### config.mk
export PLATFORM = sky130hd
export DESIGN_NAME = scan_ctrl
export DESIGN_NICKNAME = d
export VERILOG_FILES = /design/src/rtl/scan_pkg.sv /design/src/rtl/scan_shreg.sv /design/src/rtl/scan_ctrl.sv
export SDC_FILE = /design/constraint.sdc
export NUM_CORES = 1
export LEC_CHECK = 0
export ABC_AREA = 1
export CORE_ASPECT_RATIO = 0.8
export CORE_MARGIN = 2
export CORE_UTILIZATION = 29
export DETAILED_ROUTE_END_ITERATION = 16
export PLACE_DENSITY = 0.63
export SYNTH_ARGS = -nofsm -noshare
export SYNTH_HDL_FRONTEND = slang
export SYNTH_SLANG_ARGS = --single-unit
### constraint.sdc
create_clock -name scan_clk -period 34 [get_ports scan_clk]
set_input_delay 5.1 -clock scan_clk [delete_from_list [all_inputs] [get_ports scan_clk]]
set_output_delay 5.1 -clock scan_clk [all_outputs]
set_load 0.005 [all_outputs]
### src/rtl/scan_pkg.sv
// Shared types and helpers for the serial configuration scan controller.
package scan_pkg;

  typedef enum logic [2:0] {
    IDLE,
    ADDR,
    MODE,
    WDATA,
    RDATA
  } scan_state_e;

  localparam logic MODE_READ  = 1'b0;
  localparam logic MODE_WRITE = 1'b1;

  // Bits needed to hold any count in 0..max_val.
  function automatic int cnt_width(input int max_val);
    return (max_val < 1) ? 1 : $clog2(max_val + 1);
  endfunction

endpackage

### src/rtl/scan_shreg.sv
// Shift register with parallel load, shift-left serial input and MSB serial output.
module scan_shreg #(
  parameter int W = 8
) (
  input  logic         clk,
  input  logic         reset,
  input  logic         load_en,
  input  logic [W-1:0] load_data,
  input  logic         shift_en,
  input  logic         ser_in,
  output logic [W-1:0] q,
  output logic         msb
);

  logic [W-1:0] sr_q;
  logic [W-1:0] sr_d;

  always_comb begin
    sr_d = sr_q;
    if (load_en) begin
      sr_d = load_data;
    end else if (shift_en) begin
      // Truncating cast drops the old MSB and keeps the widths legal for W=1.
      sr_d = W'({sr_q, ser_in});
    end
  end

  always_ff @(posedge clk or posedge reset) begin
    if (reset) begin
      sr_q <= '0;
    end else begin
      sr_q <= sr_d;
    end
  end

  assign q   = sr_q;
  assign msb = sr_q[W-1];

endmodule

### src/rtl/scan_ctrl.sv
// Serial scan frame decoder: address, mode bit, then write payload or read stream.
module scan_ctrl
  import scan_pkg::*;
#(
  parameter int N_CHAINS = 3,
  parameter int DATA_W   = 169,
  parameter int ADDR_W   = 12
) (
  input  logic                         scan_clk,
  input  logic                         reset,
  input  logic                         scan_en,
  input  logic                         scan_in,
  output logic                         scan_out,
  input  logic [N_CHAINS*DATA_W-1:0]   rd_data,
  output logic [DATA_W-1:0]            cfg_data,
  output logic [N_CHAINS-1:0]          cfg_load,
  output logic                         frame_err,
  output logic                         busy
);

  localparam int CNT_MAX = (ADDR_W > DATA_W + 1) ? ADDR_W : DATA_W + 1;
  localparam int CW      = cnt_width(CNT_MAX);

  localparam logic [CW-1:0]   ADDR_LAST = CW'(ADDR_W - 1);
  localparam logic [CW-1:0]   CNT_FULL  = CW'(DATA_W);
  localparam logic [CW-1:0]   CNT_SAT   = CW'(DATA_W + 1);
  localparam logic [ADDR_W:0] N_CH      = (ADDR_W + 1)'(N_CHAINS);

  scan_state_e          state_q, state_d;
  logic [ADDR_W-1:0]    addr_q, addr_d;
  logic [CW-1:0]        cnt_q, cnt_d;
  logic [DATA_W-1:0]    cfg_data_q, cfg_data_d;
  logic [N_CHAINS-1:0]  cfg_load_q, cfg_load_d;
  logic                 err_q, err_d;

  logic                 sr_load;
  logic                 sr_shift;
  logic [DATA_W-1:0]    sr_load_data;
  logic [DATA_W-1:0]    sr_val;
  logic                 sr_msb;

  logic [DATA_W-1:0]    rd_slice [N_CHAINS];
  logic [N_CHAINS-1:0]  addr_hit;
  logic [DATA_W-1:0]    rd_sel;
  logic                 addr_valid;

  // Zero-extended compare so out-of-range addresses never alias onto a chain.
  assign addr_valid = ({1'b0, addr_q} < N_CH);

  generate
    for (genvar gi = 0; gi < N_CHAINS; gi++) begin : g_chain
      assign rd_slice[gi] = rd_data[gi*DATA_W +: DATA_W];
      assign addr_hit[gi] = ({1'b0, addr_q} == (ADDR_W + 1)'(gi));
    end
  endgenerate

  always_comb begin
    rd_sel = '0;
    for (int k = 0; k < N_CHAINS; k++) begin
      if (addr_hit[k]) begin
        rd_sel = rd_slice[k];
      end
    end
  end

  assign sr_load_data = addr_valid ? rd_sel : '0;

  scan_shreg #(
    .W (DATA_W)
  ) u_shreg (
    .clk       (scan_clk),
    .reset     (reset),
    .load_en   (sr_load),
    .load_data (sr_load_data),
    .shift_en  (sr_shift),
    .ser_in    (scan_in),
    .q         (sr_val),
    .msb       (sr_msb)
  );

  always_comb begin
    state_d    = state_q;
    addr_d     = addr_q;
    cnt_d      = cnt_q;
    cfg_data_d = cfg_data_q;
    cfg_load_d = '0;
    err_d      = err_q;
    sr_load    = 1'b0;
    sr_shift   = 1'b0;

    case (state_q)
      IDLE: begin
        if (scan_en) begin
          addr_d  = ADDR_W'({addr_q, scan_in});
          cnt_d   = CW'(1);
          state_d = (ADDR_W == 1) ? MODE : ADDR;
        end
      end

      ADDR: begin
        if (!scan_en) begin
          err_d   = 1'b1;
          state_d = IDLE;
        end else begin
          addr_d = ADDR_W'({addr_q, scan_in});
          cnt_d  = cnt_q + 1'b1;
          if (cnt_q == ADDR_LAST) begin
            state_d = MODE;
          end
        end
      end

      MODE: begin
        if (!scan_en) begin
          err_d   = 1'b1;
          state_d = IDLE;
        end else if (scan_in == MODE_WRITE) begin
          cnt_d   = '0;
          state_d = WDATA;
        end else begin
          sr_load = 1'b1;
          state_d = RDATA;
        end
      end

      WDATA: begin
        if (scan_en) begin
          sr_shift = 1'b1;
          if (cnt_q != CNT_SAT) begin
            cnt_d = cnt_q + 1'b1;
          end
        end else begin
          // Commit only an exact-length payload to an existing chain.
          if ((cnt_q == CNT_FULL) && addr_valid) begin
            cfg_data_d = sr_val;
            cfg_load_d = addr_hit;
            err_d      = 1'b0;
          end else begin
            err_d = 1'b1;
          end
          state_d = IDLE;
        end
      end

      RDATA: begin
        if (scan_en) begin
          sr_shift = 1'b1;
        end else begin
          state_d = IDLE;
        end
      end

      default: state_d = IDLE;
    endcase
  end

  always_ff @(posedge scan_clk or posedge reset) begin
    if (reset) begin
      state_q    <= IDLE;
      addr_q     <= '0;
      cnt_q      <= '0;
      cfg_data_q <= '0;
      cfg_load_q <= '0;
      err_q      <= 1'b0;
    end else begin
      state_q    <= state_d;
      addr_q     <= addr_d;
      cnt_q      <= cnt_d;
      cfg_data_q <= cfg_data_d;
      cfg_load_q <= cfg_load_d;
      err_q      <= err_d;
    end
  end

  assign scan_out  = (state_q == RDATA) && sr_msb;
  assign busy      = (state_q != IDLE);
  assign cfg_data  = cfg_data_q;
  assign cfg_load  = cfg_load_q;
  assign frame_err = err_q;

endmodule

**After elaboration in Yosys (flattened, before gate mapping)**

Index checks and enable logic that the tools add are counted.

- Bits in latches: 0
- Bits in registers: 365
- Word-level logic and storage cells: 77
- Output and inout bits: 175
- ROM bits: 0
- Bits in writable memories: 0
- Bits of input ports: 511
- Memories kept: 0

- Order comparisons: 1
- Bitwise gates (word level): 1
- $add $sub $neg: 1
- Multipliers: 0
- Shift operators: 0
- Reductions and logical operators: 16
- Mux-type cells: 32
- Div/mod/pow operators: 0
- Eq/ne operators: 19

Operators with widths:

| operator | number |
|---|---|
| $mux 169 | 6 |
| $mux 8 | 6 |
| $pmux 8 s4 | 1 |
| $mux 3 | 9 |
| $ne 2x2->1 const B | 9 |
| $eq 12x1->1 const B | 1 |
| $eq 12x2->1 const B | 1 |
| $logic_not 12->1 | 1 |
| $lt 12x2->1 const B | 1 |
| $pmux 3 s4 | 1 |
| $reduce_and 3->1 | 3 |
| $add 8x1->8 const B | 1 |
| $eq 8x4->1 const B | 1 |
| $eq 8x8->1 const B | 1 |
| $mux 1 | 8 |
| $ne 8x8->1 const B | 1 |
| $reduce_and 7->1 | 1 |
| $eq 3x2->1 const B | 2 |
| $reduce_or 2->1 | 3 |
| $reduce_bool 2->1 | 2 |
| $reduce_bool 4->1 | 1 |
| $eq 3x1->1 const B | 1 |
| $eq 3x3->1 const B | 1 |
| $logic_not 3->1 | 1 |
| other kinds (6) | 7 |

**Longest topological paths before layout**

Gate-level depths: netlist of run 1.

- Word-level depth: 6
- Gate-level depth with buffers: 12
- Depth with buffers taken out: 10

**Cells and area by module**

From an unflattened synthesis of run 1, not the netlist that was laid out.

- Cells, all modules: 3,079
- Area total of the unflattened synthesis: 21,229.1 um^2

By module, submodules not included:

| module | area an instance (um^2) | times used | cells each | seq. area each (um^2) |
|---|---|---|---|---|
| scan_ctrl | 13,630.6 | 1 | 2,156 | 4,904.7 |
| scan_shreg | 7,598.5 | 1 | 923 | 4,229.1 |

**Least setup slack after synthesis of run 1**

No wires, ideal clock.

- Kind: input to register
- From: in scan_in
- To: reg u_shreg.sr_q[105] (netlist: u_shreg.q[105])
- Setup slack: 27.824 ns
- Buffers on the path: 2
- Arrival time: 6.111 ns
- Stages on the path: 11
- Setup time: 0.065 ns
- Data required time: 33.935 ns
- Path through: inv_1 -> nand2_1 -> nor2_2 -> nand3b_2 -> buf_2 -> buf_4 -> nor2_1 -> nand2_1 -> nand2_1 -> nand2_1 -> nand2_1

- Cells in the longest elaborated chain, start to end: 4
- Elaborated cells between the ends (all ways): 5
- Those cells by class: 4 x mux; 1 x reduce/logical

RTL lines:

| item | RTL line | text |
|---|---|---|
| start, declared | scan_ctrl.sv:12 | `input logic scan_in,` |
| $mux 1 * | scan_ctrl.sv:117 | `end else if (scan_in == MODE_WRITE) begin` |
| $mux 1 * | scan_ctrl.sv:114 | `if (!scan_en) begin` |
| $mux 1 * | scan_ctrl.sv:91 | `case (state_q)` |
| $mux 169 or $reduce_bool 2->1 (tied branches) | -- |  |
| end signal, assigned | scan_shreg.sv:32 | `sr_q <= sr_d;` |
| end, declared | scan_shreg.sv:15 | `logic [W-1:0] sr_q;` |

Mark *: on every way between the ends. The rest lies on a longest branch, timed or not.
A chain may end at the register's enable or synchronous reset.

**Worst setup path in the final report of run 1**

- From: in scan_en
- To: reg u_shreg.sr_q[64] (netlist: u_shreg.q[64])

- Cells in the longest elaborated chain, start to end: 3
- Elaborated cells between the ends (all ways): 6
- Those cells by class: 5 x mux; 1 x reduce/logical

RTL lines:

| item | RTL line | text |
|---|---|---|
| start, declared | scan_ctrl.sv:11 | `input logic scan_en,` |
| $mux 1 (on tied branches) | scan_ctrl.sv:114, scan_ctrl.sv:127, scan_ctrl.sv:146 |  |
| $mux 1 (on tied branches) | -- |  |
| $mux 169 or $reduce_bool 2->1 (tied branches) | -- |  |

Several ways; a longest one is shown, not always the timed one.

==> results of run 1 <==
[Yosys cell counts]
| library cell | instances |
|---|---|
| a21oi_1 | 6 |
| buf_1 | 12 |
| buf_2 | 125 |
| buf_4 | 2 |
| buf_6 | 1 |
| clkbuf_1 | 81 |
| clkinv_1 | 1 |
| dfrtp_1 | 365 |
| ha_1 | 3 |
| inv_1 | 19 |
| inv_2 | 5 |
| mux2_2 | 1 |
| nand2_1 | 1545 |
| nand2_2 | 2 |
| nand3_1 | 517 |
| nand3_2 | 1 |
| nand3b_1 | 1 |
| nand3b_2 | 1 |
| nand4_1 | 1 |
| nor2_1 | 371 |
| nor2_2 | 5 |
| nor2_4 | 1 |
| nor3_1 | 3 |
| o211ai_1 | 1 |
| o21a_1 | 1 |
| o21ai_0 | 18 |
| o21ai_1 | 5 |
| o22ai_1 | 1 |
| o31ai_1 | 1 |
| xor2_1 | 2 |
[critical path, cell delays in order]
cell and delay, ns:
clkdlybuf4s50_1 0.58, nand2_1 0.09, nor2_2 0.26, inv_6 0.19, nand2_8 0.42, buf_4 0.74, buf_4 0.59, nand2_1 0.13
nand2_1 0.09
[cell type report]
type                            instances  area (um2)
Multi-Input combinational cell       2487       10200
Tap cell                              924        1160
Clock buffer                           54        1170
Sequential cell                       365        9130
Antenna cell                            5        12.5
Inverter                               25         116
Fill cell                            7180       40100
Timing Repair Buffer                  711        7050
Clock inverter                         19         263
[cell families after synthesis]
kind of cell    share of synthesized area, %
mux                                   0.0553
xor+xnor                              0.0861
simple gates                            48.6
buf+inv                                 5.38
compound gates                         0.855
fa+ha+maj                              0.184
flops                                   44.9
[routing by layer]
| layer | wire [um] | global-route usage, % | vias up | part of all wire [%] |
|---|---|---|---|---|
| met5 | 13 | 0 | - | 0.017 |
| met1 | 34000 | 26.6 | 10034 | 44 |
| li1 | - | - | 10768 | - |
| met4 | 2110 | 6.35 | 2 | 2.7 |
| met3 | 6150 | 5.64 | 106 | 7.9 |
| met2 | 35700 | 33.4 | 667 | 46 |
[power groups by stage]
stage          sequential, mW  combinational (mW)  clock, mW
2_1_floorplan           0.465               0.135          0
3_3_place_gp            0.470               0.241          0
3_5_place_dp            0.470               0.242          0
4_1_cts                 0.463               0.243      0.491
5_1_grt                 0.465               0.264      0.508
6_report                0.463               0.242      0.478
[registers in the layout (all words and copies together) (netlist names)]
register,count
addr_q,12
cfg_data,169
u_shreg.q,169
cfg_load,3
frame_err,1
state_q,3
cnt_q,8
[how the worst min path moves through the flow]
stage	start	end	slack, ns	cells past startpoint
floorplan	addr_q[1]	addr_q[1]	0.45	2
global placement	cfg_data[27]	cfg_data[27]	0.46	2
detailed placement	cfg_data[86]	cfg_data[86]	0.46	2
CTS	cfg_data[27]	cfg_data[27]	0.48	2
global route	cfg_data[136]	cfg_data[136]	0.50	2
finish	cfg_data[125]	cfg_data[125]	0.48	2
[per-stage QoR]
| stage | hold WS (ns) | util (%) |
|---|---|---|
| 4_1_cts | 0.480 | 42.0 |
| 3_3_place_gp | 0.462 | 39.9 |
| 5_1_grt | 0.498 | 42.0 |
| 6_report | 0.477 | 42.0 |
| 3_5_place_dp | 0.464 | 39.9 |
| 2_1_floorplan | 0.453 | - |
==> results_dict.tcl, run 1 <==
set metrics [dict create \
    outcome "completed" \
    hold_viol 0 \
    crit_fanout 65 \
    layout_common_cells "1544 x nand2_1, 685 x clkdlybuf4s50_1, 517 x nand3_1" \
    vias 21577 \
    place_ws_ns 25.64 \
    initial_core_util_pct 29.4 \
    clock_sinks 365 \
    rrSetupSlack_ns 30.13 \
    dp_cells 4512 \
    worst_slew_pin_slew_ns 1.03 \
    synth_fp_nets 3612 \
    syn_inst 3098 \
    total_power_mw 1.18 \
    cts_root_buf "clkbuf_16" \
    end_kind "flop" \
    finClkSkew_ns 0.0167 \
    syn2layout_area_growth_pct 42.9 \
    setup_tns_ns 0 \
    start_kind "primary input" \
    synth_area_leaders "dfrtp_1 45%, nand2_1 28%, nand3_1 13%" \
    ys_seq_area_share_pct 44.9 \
    viasPerCell 4.70 \
    routabilityCongestion 0.816 \
    slew_violations 0 \
    ctsResizeCount 0 \
    combPwrFrac_pct 20.4 \
    dieArea_mm2 0.0723 \
    syn-cell-area_mm2 0.0204 \
    grt_max_degree 126 \
    switching_share_pct 31.0 \
    final_common_cell "nand2_1" \
    ys_types 30 \
    final_cell_area_mm2 0.0291 \
    maxSlewHeadroom_pct 31.6 \
    die_w_um 300 \
    critPathCapture "u_shreg.q[64]" \
    htree_levels 2 \
    worstSetupPathType "primary input to flop" \
    crit_arrival_ns 8.28 \
    peakVddDrop_mv 0.0266 \
    ys.warnings.count 0 \
    yosys.area.top_type "dfrtp_1" \
    first_pass_iters 6 \
    clock_latency_ns 0.55 \
    startpoint "scan_en" \
    grt_usage_pct 20.5 \
    placed_cell_area_mm2 0.0276 \
    fin_ws_ns 26.20 \
    clkPwrFrac_pct 40.4 \
    drt_iter0_drc 1588 \
    p_int_uw 816 \
    num_rows 86 \
    overflow 0 \
    io_buffers 685 \
    antenna_found_initial 3 \
    min_period_ns 7.80 \
    hold_path.class "flop to flop" \
    p_switching_uw 366 \
    fin_cells 4590 \
    num_io_pins 686 \
    coreArea_mm2 0.0692 \
    die_height_um 241 \
    syn-mean-instance-area_um2 6.57 \
    r2r_start "addr_q[8]" \
    ant_nets 0 \
    pwr-share-seq_pct 39.1 \
    ctsHoldBuffers 0 \
    post-route-period-util_pct 22.9 \
    r2r_end "u_shreg.q[15]" \
    path_clk_slew_ns 0.06 \
    p_per_area_mw_per_mm2 40.7 \
    nets 4146 \
    cts_max_path_buffers 3 \
    cts-buffers-inserted 42 \
    routedWlPerCell_um 17.0 \
    ys_ff_latch 365 \
    reg2regPathDepth 11 \
    maxCapViolations 0 \
    grt_pass1_wl_um 117000 \
    grt_pass1_vias 20488 \
    cts_setup_buffers 0 \
    setup_viol 0 \
    rsz0062_at_grt "no" \
    max_freq_mhz 128 \
    finalWirelength_um 78000 \
    layout-drive-gt1-share_pct 3.03 \
    drc 0 \
    cts_tree "yes" \
    required_ns 34.48 \
    p_leak_nw 15.1 \
    dp_hpwl_um 54100 \
    synth_top_cell_area_share_pct 44.9 \
]
No activity file was read; power rests on OpenSTA's default activity.
==> run 2, diff against run 1 <==
==> constraint.sdc (replaced) <==
create_clock -name scan_clk -period 7.6 [get_ports scan_clk]
set_input_delay 1.14 -clock scan_clk [delete_from_list [all_inputs] [get_ports scan_clk]]
set_output_delay 1.14 -clock scan_clk [all_outputs]
set_load 0.005 [all_outputs]
==> run 2 against run 1 <==
- register-to-register slack got worse by 26 ns
- critical endpoint is now u_shreg.q[99]
- clock skew rose by 0.00065 ns
- sequential power rose to 4.5 times the previous value
- global-route usage barely moved
- highest routed layer unchanged
- core utilization barely moved
- worst setup slack got worse by 23 ns
- wire length fell by 0.69%
- cell count barely moved
- final area barely moved
- clock power rose to 4.3 times the previous value
==> results_dict.tcl, run 2 (synthesized netlist as in run 1, its figures left out) <==
set metrics [dict create \
    syn2layout_area_growth_pct 42.7 \
    crit_fanout 128 \
    first_pass_iters 6 \
    hold_viol 0 \
    total_power_mw 5.18 \
    grt_max_degree 214 \
    maxCapViolations 0 \
    clock_latency_ns 0.55 \
    start_kind "primary input" \
    nets 4143 \
    finalWirelength_um 77400 \
    routedWlPerCell_um 16.9 \
    finClkSkew_ns 0.0173 \
    peakVddDrop_mv 0.141 \
    hold_path.class "flop to flop" \
    crit_arrival_ns 4.94 \
    required_ns 8.09 \
    place_ws_ns 2.50 \
    io_buffers 685 \
    final_util_pct 42.0 \
    rsz0062_at_grt "no" \
    reg2regPathDepth 13 \
    rrSetupSlack_ns 3.72 \
    worst_slew_pin_slew_ns 1.09 \
    num_io_pins 686 \
    ctsHoldBuffers 0 \
    cts_tree "yes" \
    r2r_start "addr_q[10]" \
    grt_usage_pct 20.5 \
    placed_cell_area_mm2 0.0277 \
    final_cell_area_mm2 0.0291 \
    die_w_um 300 \
    viasPerCell 4.70 \
    cts_root_buf "clkbuf_16" \
    coreArea_mm2 0.0692 \
    ctsResizeCount 0 \
    dieArea_mm2 0.0723 \
    p_per_area_mw_per_mm2 178 \
    hp-start "cfg_data[100]" \
    worstSetupPathType "primary input to flop" \
    drt_iter0_drc 1686 \
    holdWs_ns 0.476 \
    end_kind "flop" \
    outcome "completed" \
    slew_violations 0 \
    max_freq_mhz 224 \
    grt_pass1_wl_um 117000 \
    grt_pass1_vias 20316 \
    layout-drive-gt1-share_pct 2.98 \
    fin_cells 4587 \
    routabilityCongestion 0.833 \
    maxSlewHeadroom_pct 27.2 \
    overflow 0 \
    cts-buffers-inserted 43 \
    startpoint "scan_in" \
    r2r_end "u_shreg.q[136]" \
    num_rows 86 \
    clock_sinks 365 \
    cts_setup_buffers 0 \
    setup_viol 0 \
    die_height_um 241 \
    initial_core_util_pct 29.4 \
    min_period_ns 4.46 \
    vias 21556 \
    dp_cells 4508 \
    layout_common_cells "1544 x nand2_1, 685 x clkdlybuf4s50_1, 517 x nand3_1" \
    dp_hpwl_um 53500 \
    fin_ws_ns 3.14 \
    antenna_found_initial 6 \
    path_clk_slew_ns 0.05 \
    final_common_cell "nand2_1" \
    p_leak_nw 15.0 \
    drc 0 \
    post-route-period-util_pct 58.7 \
    setup_tns_ns 0 \
    cts_max_path_buffers 3 \
    htree_levels 2 \
    ant_nets 0 \
    min_to "cfg_data[100]" \
    holdPathStages 2 \
]
run 2: worst max-delay path, cell delays in order:
cell,delay (ns)
clkdlybuf4s50_1,0.50
inv_1,0.08
nand2_1,0.07
nor2_2,0.08
inv_6,0.63
nand2_8,0.57
inv_6,0.98
buf_4,0.56
nand2_1,0.11
nand2_1,0.09
run 2: worst max-delay path by stage:
stage | end | depth (start not counted)
finish | u_shreg.q[99] | 10
global route | u_shreg.q[83] | 9
CTS | u_shreg.q[100] | 10
detailed placement | u_shreg.q[73] | 10
global placement | u_shreg.q[61] | 9
floorplan | addr_q[0] | 1
run 2: cell type report:
type,count,area [um2]
Antenna cell,5,12.5
Clock buffer,61,1270
Clock inverter,13,113
Fill cell,7201,40100
Inverter,25,113
Multi-Input combinational cell,2487,10200
Sequential cell,365,9130
Tap cell,924,1160
Timing Repair Buffer,707,7070
run 2: metal layers:
| metal | vias to the layer above | GRT usage [%] | wire length (um) |
|---|---|---|---|
| met5 | - | 0 | 40 |
| met4 | 6 | 5.74 | 1690 |
| met3 | 93 | 5.15 | 5610 |
| met2 | 643 | 33.7 | 36100 |
| met1 | 10043 | 26.8 | 34000 |
| li1 | 10771 | - | - |
run 2: report_power, final:
group	leakage [nW]	switching, mW	internal, mW
clock network	0.680	0.848	1.20
registers	5.06	0.0582	2.01
logic	9.29	0.721	0.352
total	15.0	1.63	3.56
